--- config.mk ---
export PLATFORM = sky130hd
export DESIGN_NAME = buzz_arbiter
export DESIGN_NICKNAME = d
export VERILOG_FILES = /design/src/rtl/partybox_pkg.sv /design/src/rtl/key_debounce.sv /design/src/rtl/buzz_arbiter.sv
export SDC_FILE = /design/constraint.sdc
export NUM_CORES = 1
export LEC_CHECK = 0
export ABC_AREA = 1
export CAP_MARGIN = 20
export CORE_MARGIN = 8
export CORE_UTILIZATION = 48
export CTS_BUF_LIST = sky130_fd_sc_hd__clkbuf_8
export DETAILED_ROUTE_END_ITERATION = 8
export PLACE_DENSITY = 0.69
export SYNTH_ARGS = -nofsm -noshare
export SYNTH_HDL_FRONTEND = slang
export SYNTH_SLANG_ARGS = --single-unit
--- constraint.sdc ---
create_clock -name clk_clk -period 3.84 [get_ports clk_clk]
set_clock_uncertainty 0.05 [all_clocks]
set_input_delay 0.576 -clock clk_clk [delete_from_list [all_inputs] [get_ports clk_clk]]
set_output_delay 0.576 -clock clk_clk [all_outputs]
set_load 0.01 [all_outputs]
--- src/rtl/partybox_pkg.sv ---
// Shared types, limits and the rotating-priority helper for the party-game buzzer blocks.
package partybox_pkg;

  localparam int MAX_PLAYERS = 8;

  typedef enum logic [2:0] {
    IDLE,
    HOLD,
    OPEN,
    LOCKED,
    TIMEOUT
  } buzz_state_t;

  // First requester at or after ptr, wrapping within numPlayers; 0 when nobody requests.
  function automatic logic [2:0] rrPick(input logic [MAX_PLAYERS-1:0] req,
                                        input logic [2:0] ptr,
                                        input int numPlayers);
    logic [2:0] pick;
    logic [2:0] idx;
    logic       found;
    pick  = '0;
    found = 1'b0;
    for (int i = 0; i < MAX_PLAYERS; i++) begin
      idx = 3'((int'(ptr) + i) % numPlayers);
      if (!found && (i < numPlayers) && req[idx]) begin
        pick  = idx;
        found = 1'b1;
      end
    end
    return pick;
  endfunction

endpackage

--- src/rtl/key_debounce.sv ---
// One raw active-low key: two-flop synchronizer, stability counter and a
// one-cycle registered pulse on each debounced released->pressed transition.
module key_debounce #(
  parameter int DEBOUNCE_CYCLES = 500000
) (
  input  logic i_clk,
  input  logic i_reset,
  input  logic i_keyN,
  output logic o_press
);

  localparam int            CW       = (DEBOUNCE_CYCLES > 1) ? $clog2(DEBOUNCE_CYCLES) : 1;
  localparam logic [CW-1:0] CNT_LAST = CW'(DEBOUNCE_CYCLES - 1);

  logic          r_sync1;
  logic          r_sync2;
  logic          r_level;
  logic          r_levelD;
  logic          r_press;
  logic [CW-1:0] r_cnt;

  // r_level is the debounced state with 1 = pressed; any agreement restarts the count.
  always_ff @(posedge i_clk) begin
    if (i_reset) begin
      r_sync1  <= 1'b1;
      r_sync2  <= 1'b1;
      r_level  <= 1'b0;
      r_levelD <= 1'b0;
      r_press  <= 1'b0;
      r_cnt    <= '0;
    end else begin
      r_sync1  <= i_keyN;
      r_sync2  <= r_sync1;
      r_levelD <= r_level;
      r_press  <= r_level & ~r_levelD;
      if (~r_sync2 != r_level) begin
        if (r_cnt == CNT_LAST) begin
          r_level <= ~r_sync2;
          r_cnt   <= '0;
        end else begin
          r_cnt <= r_cnt + CW'(1);
        end
      end else begin
        r_cnt <= '0;
      end
    end
  end

  assign o_press = r_press;

endmodule

--- src/rtl/buzz_arbiter.sv ---
// Quiz buzzer round controller: arm, get-ready hold, open window, first-press lockout.
// Define BUZZ_FALSE_START_EN to disqualify players who press during the hold period.
module buzz_arbiter
  import partybox_pkg::*;
#(
  parameter  int NUM_PLAYERS     = 4,
  parameter  int DEBOUNCE_CYCLES = 500000,
  parameter  int HOLD_CYCLES     = 50000000,
  parameter  int WINDOW_CYCLES   = 250000000,
  localparam int WID             = (NUM_PLAYERS > 1) ? $clog2(NUM_PLAYERS) : 1
) (
  input  logic                   clk_clk,
  input  logic                   reset_reset,
  input  logic [NUM_PLAYERS-1:0] key_n,
  input  logic [NUM_PLAYERS-1:0] enable_mask,
  input  logic                   arm,
  input  logic                   clear,
  output buzz_state_t            state,
  output logic                   winner_valid,
  output logic [WID-1:0]         winner_id,
  output logic                   timeout,
  output logic [NUM_PLAYERS-1:0] led,
  output logic [NUM_PLAYERS-1:0] false_start
);

  localparam logic [31:0] HOLD_LAST   = 32'(HOLD_CYCLES - 1);
  localparam logic [31:0] WINDOW_LAST = 32'(WINDOW_CYCLES - 1);

  buzz_state_t            r_state;
  logic                   r_winnerValid;
  logic [WID-1:0]         r_winnerId;
  logic                   r_timeout;
  logic [2:0]             r_ptr;
  logic [31:0]            r_timer;
  logic [NUM_PLAYERS-1:0] r_mask;
  logic [NUM_PLAYERS-1:0] w_press;
  logic [NUM_PLAYERS-1:0] w_elig;
  logic [NUM_PLAYERS-1:0] w_falseStart;
  logic [NUM_PLAYERS-1:0] w_led;
  logic [MAX_PLAYERS-1:0] w_req;
  logic [2:0]             w_pick;
  logic [2:0]             w_ptrNext;

  for (genvar g = 0; g < NUM_PLAYERS; g++) begin : g_key
    key_debounce #(
      .DEBOUNCE_CYCLES(DEBOUNCE_CYCLES)
    ) u_debounce (
      .i_clk  (clk_clk),
      .i_reset(reset_reset),
      .i_keyN (key_n[g]),
      .o_press(w_press[g])
    );
  end

  always_ff @(posedge clk_clk) begin
    if (reset_reset) r_mask <= '0;
    else             r_mask <= enable_mask;
  end

  assign w_elig    = w_press & r_mask & ~w_falseStart;
  assign w_pick    = rrPick(w_req, r_ptr, NUM_PLAYERS);
  assign w_ptrNext = (int'(w_pick) == NUM_PLAYERS - 1) ? 3'd0 : w_pick + 3'd1;

  always_comb begin
    w_req                  = '0;
    w_req[NUM_PLAYERS-1:0] = w_elig;
  end

  // clear outranks everything else in the same cycle; the timer restarts on each state entry.
  always_ff @(posedge clk_clk) begin
    if (reset_reset) begin
      r_state       <= IDLE;
      r_winnerValid <= 1'b0;
      r_winnerId    <= '0;
      r_timeout     <= 1'b0;
      r_ptr         <= '0;
      r_timer       <= '0;
    end else begin
      r_timeout <= 1'b0;
      if (clear) begin
        r_state       <= IDLE;
        r_winnerValid <= 1'b0;
        r_timer       <= '0;
      end else begin
        case (r_state)
          IDLE, TIMEOUT: begin
            if (arm) begin
              r_state <= HOLD;
              r_timer <= '0;
            end
          end
          HOLD: begin
            if (r_timer == HOLD_LAST) begin
              r_state <= OPEN;
              r_timer <= '0;
            end else begin
              r_timer <= r_timer + 32'd1;
            end
          end
          OPEN: begin
            if (|w_elig) begin
              r_state       <= LOCKED;
              r_winnerValid <= 1'b1;
              r_winnerId    <= w_pick[WID-1:0];
              r_ptr         <= w_ptrNext;
              r_timer       <= '0;
            end else if (r_timer == WINDOW_LAST) begin
              r_state   <= TIMEOUT;
              r_timeout <= 1'b1;
              r_timer   <= '0;
            end else begin
              r_timer <= r_timer + 32'd1;
            end
          end
          LOCKED: ;
          default: begin
            r_state <= IDLE;
            r_timer <= '0;
          end
        endcase
      end
    end
  end

`ifdef BUZZ_FALSE_START_EN
  logic [NUM_PLAYERS-1:0] r_falseStart;

  // Jumping the gun during HOLD sticks until the round is cleared or re-armed.
  always_ff @(posedge clk_clk) begin
    if (reset_reset) begin
      r_falseStart <= '0;
    end else if (clear) begin
      r_falseStart <= '0;
    end else if ((r_state == IDLE || r_state == TIMEOUT) && arm) begin
      r_falseStart <= '0;
    end else if (r_state == HOLD) begin
      r_falseStart <= r_falseStart | (w_press & r_mask);
    end
  end

  assign w_falseStart = r_falseStart;
`else
  assign w_falseStart = '0;
`endif

  always_comb begin
    w_led = '0;
    case (r_state)
      OPEN:    w_led = r_mask & ~w_falseStart;
      LOCKED:  w_led[r_winnerId] = 1'b1;
      default: ;
    endcase
  end

  assign state        = r_state;
  assign winner_valid = r_winnerValid;
  assign winner_id    = r_winnerId;
  assign timeout      = r_timeout;
  assign led          = w_led;
  assign false_start  = w_falseStart;

endmodule

# Word level (Yosys, flattened, before mapping)
# Index checks and enable logic that the tools add are counted.
[op_classes]
eq_ne = 18
bitwise = 23
addsub = 9
n_mux = 30
n_reduce_logical = 27
n_lt_le_gt_ge = 6
[ops]
columns = ["op", "n"]
rows = [
  ["32-bit 2-to-1 mux", 4],
  ["32-bit one-hot mux with 4 select lines", 1],
  ["19-bit by 1-bit adder with 19-bit output (second input constant)", 4],
  ["19-bit == test (second input constant)", 4],
  ["32-bit by 1-bit adder with 32-bit output (second input constant)", 1],
  ["32-bit by 26-bit == test with 1-bit output (second input constant)", 1],
  ["32-bit by 28-bit == test with 1-bit output (second input constant)", 1],
  ["3-bit 2-to-1 mux", 7],
  ["1-bit NOT", 15],
  ["3-bit by 4-bit less-than comparator with 1-bit output (second input constant)", 3],
  ["3-bit one-hot mux with 4 select lines", 1],
  ["2-bit AND reduction", 6],
  ["3-bit OR reduction", 4],
  ["2-bit OR reduction", 5],
  ["1-bit binary-select mux with 3-bit select", 3],
  ["1-bit 2-to-1 mux", 9],
  ["4-bit one-hot mux with 2 select lines", 1],
  ["7-bit OR reduction", 1],
  ["3-bit by 2-bit == test with 1-bit output (second input constant)", 2],
  ["3-bit == test (second input constant)", 2],
  ["2-bit by 1-bit adder with 2-bit output (second input constant)", 2],
  ["2-bit adder (second input constant)", 2],
  ["1-bit AND", 4],
  ["4-bit AND", 1],
  ["other kinds (17)", 29],
]
[totals]
inputBits = 12
word_cells = 144
regBits = 141
out_inout_bits = 15

# Longest topological paths before layout
[logic_depth]
depth_word = 15
depth_mapped = 14
mapped_depth_nobuf = 13

# Cells and area by module
# Synthesis repeated with hierarchy kept, for this count alone.
[unflattened]
hier_cells = 1122
area_unflattened_um2 = 7603.5
[modules_own_cells]
columns = ["module", "cells_each", "seq_area_each_um2", "instances", "area_per_inst_um2"]
rows = [
  ["key_debounce (g_key[0].u_debounce ...)", 169, 480.5, 3, 1178.6],
  ["buzz_arbiter", 460, 900.9, 1, 2962.8],
  ["key_debounce (g_key[3].u_debounce)", 155, 480.5, 1, 1104.8],
]

# Least setup slack after synthesis
# Ideal clock, no wire load.
[synth_timing]
path_type = "reg2reg"
start = "reg r_timer[0]"
end = "reg r_timer[16]"
setup_time_ps = 119
path_buffers = 1
synth_period_minus_slack_ps = 1691
slack_ps = 2149
stages_incl_launch_ff = 12
t_arrival_ps = 1522
path_cell_list = "dfxtp_1 ha_1 nand2_1 nor2_2 nand3_1 nor2_1 nand2_1 nand2_1 nand3_4 nand2_4 buf_6 nor2_2"
[synth_via]
elab_chain_cells = 4
[synth_lines]
columns = ["element", "line_no", "source"]
rows = [
  ["start: declaration", "buzz_arbiter.sv:34", "logic [31:0] r_timer;"],
  ["start signal: assignment", "buzz_arbiter.sv:97", "r_timer <= r_timer + 32'd1;"],
  ["start signal: assignment", "buzz_arbiter.sv:112", "r_timer <= r_timer + 32'd1;"],
  ["32-bit by 1-bit adder with 32-bit output or 32-bit by 28-bit == test with 1-bit output (tied branches)", "buzz_arbiter.sv:97, buzz_arbiter.sv:112, buzz_arbiter.sv:107", ""],
  ["32-bit 2-to-1 mux", "buzz_arbiter.sv:107", "end else if (r_timer == WINDOW_LAST) begin"],
  ["32-bit 2-to-1 mux", "buzz_arbiter.sv:101", "if (|w_elig) begin"],
  ["32-bit one-hot mux with 4 select lines *", "buzz_arbiter.sv:85", "case (r_state)"],
]
# Mark *: on every way between the ends. The rest lies on a longest branch, timed or not.
# A chain may end at the register's enable or synchronous reset.

# Worst setup path in the final report
[layout_timing]
start = "reg r_state[1], in the netlist state[1]"
end = "out led[1]"
[layout_via]
elab_chain_cells = 2
[layout_lines]
columns = ["element", "line_no", "source"]
rows = [
  ["start: declaration", "buzz_arbiter.sv:29", "buzz_state_t r_state;"],
  ["start signal: assignment", "buzz_arbiter.sv:72", "r_state <= IDLE;"],
  ["start signal: assignment", "buzz_arbiter.sv:81", "r_state <= IDLE;"],
  ["start signal: assignment", "buzz_arbiter.sv:88", "r_state <= HOLD;"],
  ["3-bit by 2-bit == test with 1-bit output", "buzz_arbiter.sv:148", "case (r_state)"],
  ["4-bit one-hot mux with 2 select lines *", "buzz_arbiter.sv:148", ""],
  ["end: declaration", "buzz_arbiter.sv:22", "output logic [NUM_PLAYERS-1:0] led,"],
]
# Marked as above.

==> impl_metrics.ini <==
[final_layout]
antennaDiodeCount = 0
finish.utilization = 0.539
final_cell_area_mm2 = 0.00780
mostFrequentLayoutCell = nand2_1
most-common-layout-cells = nand2_1 (229), inv_1 (143), nor2_1 (141), dfxtp_1 (141), nand3_1 (78)
syn_to_final_growth_pct = 10.6
fill_cells = 1440
drive_above_1_share = 0.0779
nets = 1070

[sta]
rsz0062_at_grt = false
worst_slew_pin_tran_ns = 0.595
final_worst_path_period_share = 0.710
timing.final.hold_violations = 0
timing.slew.headroom = 0.602
layout_min_cycle_time_ns = 2.72
final.setup.tns_ns = 0
fmax_mhz = 367
setup_viol_count_final = 0
drv_slew = 0

[synthesis]
yosysSeqAreaShare = 0.400
post_synth_inst_count = 1027
synth.distinct_cells = 41
synth.largest_area_cell = dfxtp_1
yosys.area_share.adder = 0.00886
yosys-mux-area-fraction = 0
ys_seq_elements = 141
synthXorXnorAreaFrac = 0.0521
yosys.area_share.simple = 0.387
async_flop_share = 0
synth_edf_count = 0
synthTopCellsByArea = dfxtp_1 (40%), nand2_1 (12%), inv_1 (7.6%)
post-synth-top-area-fraction = 0.400
postSynthAreaPerCell_um2 = 6.87
synth_top_family_by_area = simple AND/OR/NAND/NOR gates
synthesized_area_fraction_occupied_by_ao_oa_aoi_and_oai_cells = 0.0566
synth_flop_cell = dfxtp_1
synth.yosys.warnings = 0
syn_area_mm2 = 0.00706

[setup_path]
critical_path_class = reg -> out
max_stage_delay_ns = 0.60
path_max_fanout = 8
cpMaxStageDelayCell = clkdlybuf4s50_1
crit_path_start_kind = flop
crit_family = buffers and inverters
regToRegSetupSlack_ns = 1.68
cp_data_arrival_time_ns = 2.10
path_buf_inv = 2
cp_cell_sequence = inv_2 > nor3_4 > nand2_1 > o31ai_1 > clkdlybuf4s50_1
critical_path_required_ns = 3.21
crit_path_end_kind = primary output

[grt]
wire_length_of_the_first_global_routing_pass_mm = 25.4
grt_start_max_net_pins = 27
globalRouteTotalUtil = 0.165
grt_antenna_before_repair = 0
globalRoute.totalOverflow = 0
first_global_vias = 5751

[clock_network]
path_clk_slew_ns = 0.08
clock_tree_from_tritoncts = yes
cts.path.max_buffers = 2
clk-insertion-delay-late_ns = 0.46
cts_made_buffers = 17
postCtsResizedCells = 0
cts-hold-fix-buffers = 0
cts_root_buffer = clkbuf_8
clock_tree.htree_level_count = 4
postCtsSetupBuffers = 0
cts_sinks = 141

[drt]
detailroute.via_count = 6262
route.detailed.vias_per_inst = 5.01
drt_iter0_markers = 512
detail_route.drc_violations = 0
routedWlPerCell_um = 11.6
wl_mm = 14.5
postRouteAntennaNets = 0
drt-pass1-iter-count = 5

[placement]
io_buffers = 22
hpwl_mm = 10.7
cell_area_reported_after_detailed_placement_mm2 = 0.00742
globalplace.congestion = 0.935

[status]
result_of_the_run = completed

[run]
maxCapViolCount = 0

[power]
sw_pwr_w = 0.000695
seq_power_share = 0.536
power.static_leakage_nw = 2.95
post-layout-total-power_w = 0.00276
vdd.ir_drop.worst_mv = 0.281
power.combinational.fraction = 0.039
powerDensity_mw_per_mm2 = 354
switching_share = 0.252
p_clk_frac = 0.425
p_int_w = 0.00207

[floorplanning]
top_level_ports = 27
chipHeight_um = 137
initial_core_util = 0.487
design.core.area_mm2 = 0.0145
floorplan.die.width_um = 137
floorplan.die_area_mm2 = 0.0188
placement_rows = 44

[hold_path]
min-delay-path-class = reg -> reg
==> synth_stat cells, drive strengths merged (2+ instances only) <==
cell,n
nand2,233
nor2,160
inv,148
dfxtp,141
nand3,80
nor3,54
xor2,37
a21oi,36
nand4,32
o21ai,23
nor4,16
buf,14
or2,11
nor3b,8
clkbuf,6
ha,5
xnor2,5
o21bai,4
o31ai,4
nand3b,2
o211ai,2
==> stage by stage <==
stage               cells  hold WS (ns)  worst slack, ns
finish               1250         0.343             1.12
global route         1250         0.353            0.935
CTS                  1250         0.345             1.08
detailed placement   1218         0.332             1.25
global placement     1218         0.326             1.30
floorplan            1030         0.323             2.15
==> power groups by stage <==
stage                     clock, W  combinational, W  sequential (W)
after floorplan                  0         0.0000807         0.00151
after CTS                  0.00121          0.000110         0.00148
after global placement           0          0.000108         0.00151
after global routing       0.00127          0.000123         0.00148
after detailed placement         0          0.000109         0.00151
final                      0.00117          0.000109         0.00148
==> kinds of logic (layout without fill, tap and decap cells) <==
family / count (synthesis) / in the layout
AOI/OAI and AO/OA: 73 / 73
xor gates and xnor gates: 42 / 42
adders and majority gates: 5 / 5
buffers and inverters: 168 / 204
DFF: 141 / 141
other: 1 / 4
and+or+nand+nor: 597 / 597
==> path summary, 6_finish.rpt <==
check / startpoint / to / depth (start not counted)
worst min-delay path: g_key[2].u_debounce.r_levelD / g_key[2].u_debounce.o_press / 1
worst min register to register: g_key[2].u_debounce.r_levelD / g_key[2].u_debounce.o_press / 1
worst max register to register: state[0] / r_timer[21] / 6
worst max-delay path: state[1] / led[1] / 5
==> registers in the layout (all words and copies together) (netlist names), named ones only <==
name / cells
g_key.u_debounce.r_cnt: 76
r_timer: 32
g_key.u_debounce.o_press: 4
g_key.u_debounce.r_level: 4
g_key.u_debounce.r_levelD: 4
g_key.u_debounce.r_sync1: 4
g_key.u_debounce.r_sync2: 4
r_mask: 4
state: 3
winner_id: 2
r_ptr: 1
timeout: 1
winner_valid: 1
==> layout make-up <==
type | count | area (µm²) | area share
Sequential cell | 141 | 2820 | 0.362
Clock buffer | 19 | 262 | 0.0335
Timing Repair Buffer | 24 | 235 | 0.0301
Multi-Input combinational cell | 721 | 3570 | 0.458
Tap cell | 184 | 230 | 0.0295
Inverter | 148 | 556 | 0.0712
Clock inverter | 13 | 125 | 0.0160
==> routing by layer <==
layer  wire, µm  global-route usage
met1       7140               0.212
met2       6500               0.263
met3        667              0.0500
met4        173              0.0465
met5          0                   0
No activity file was read; power rests on OpenSTA's default activity.
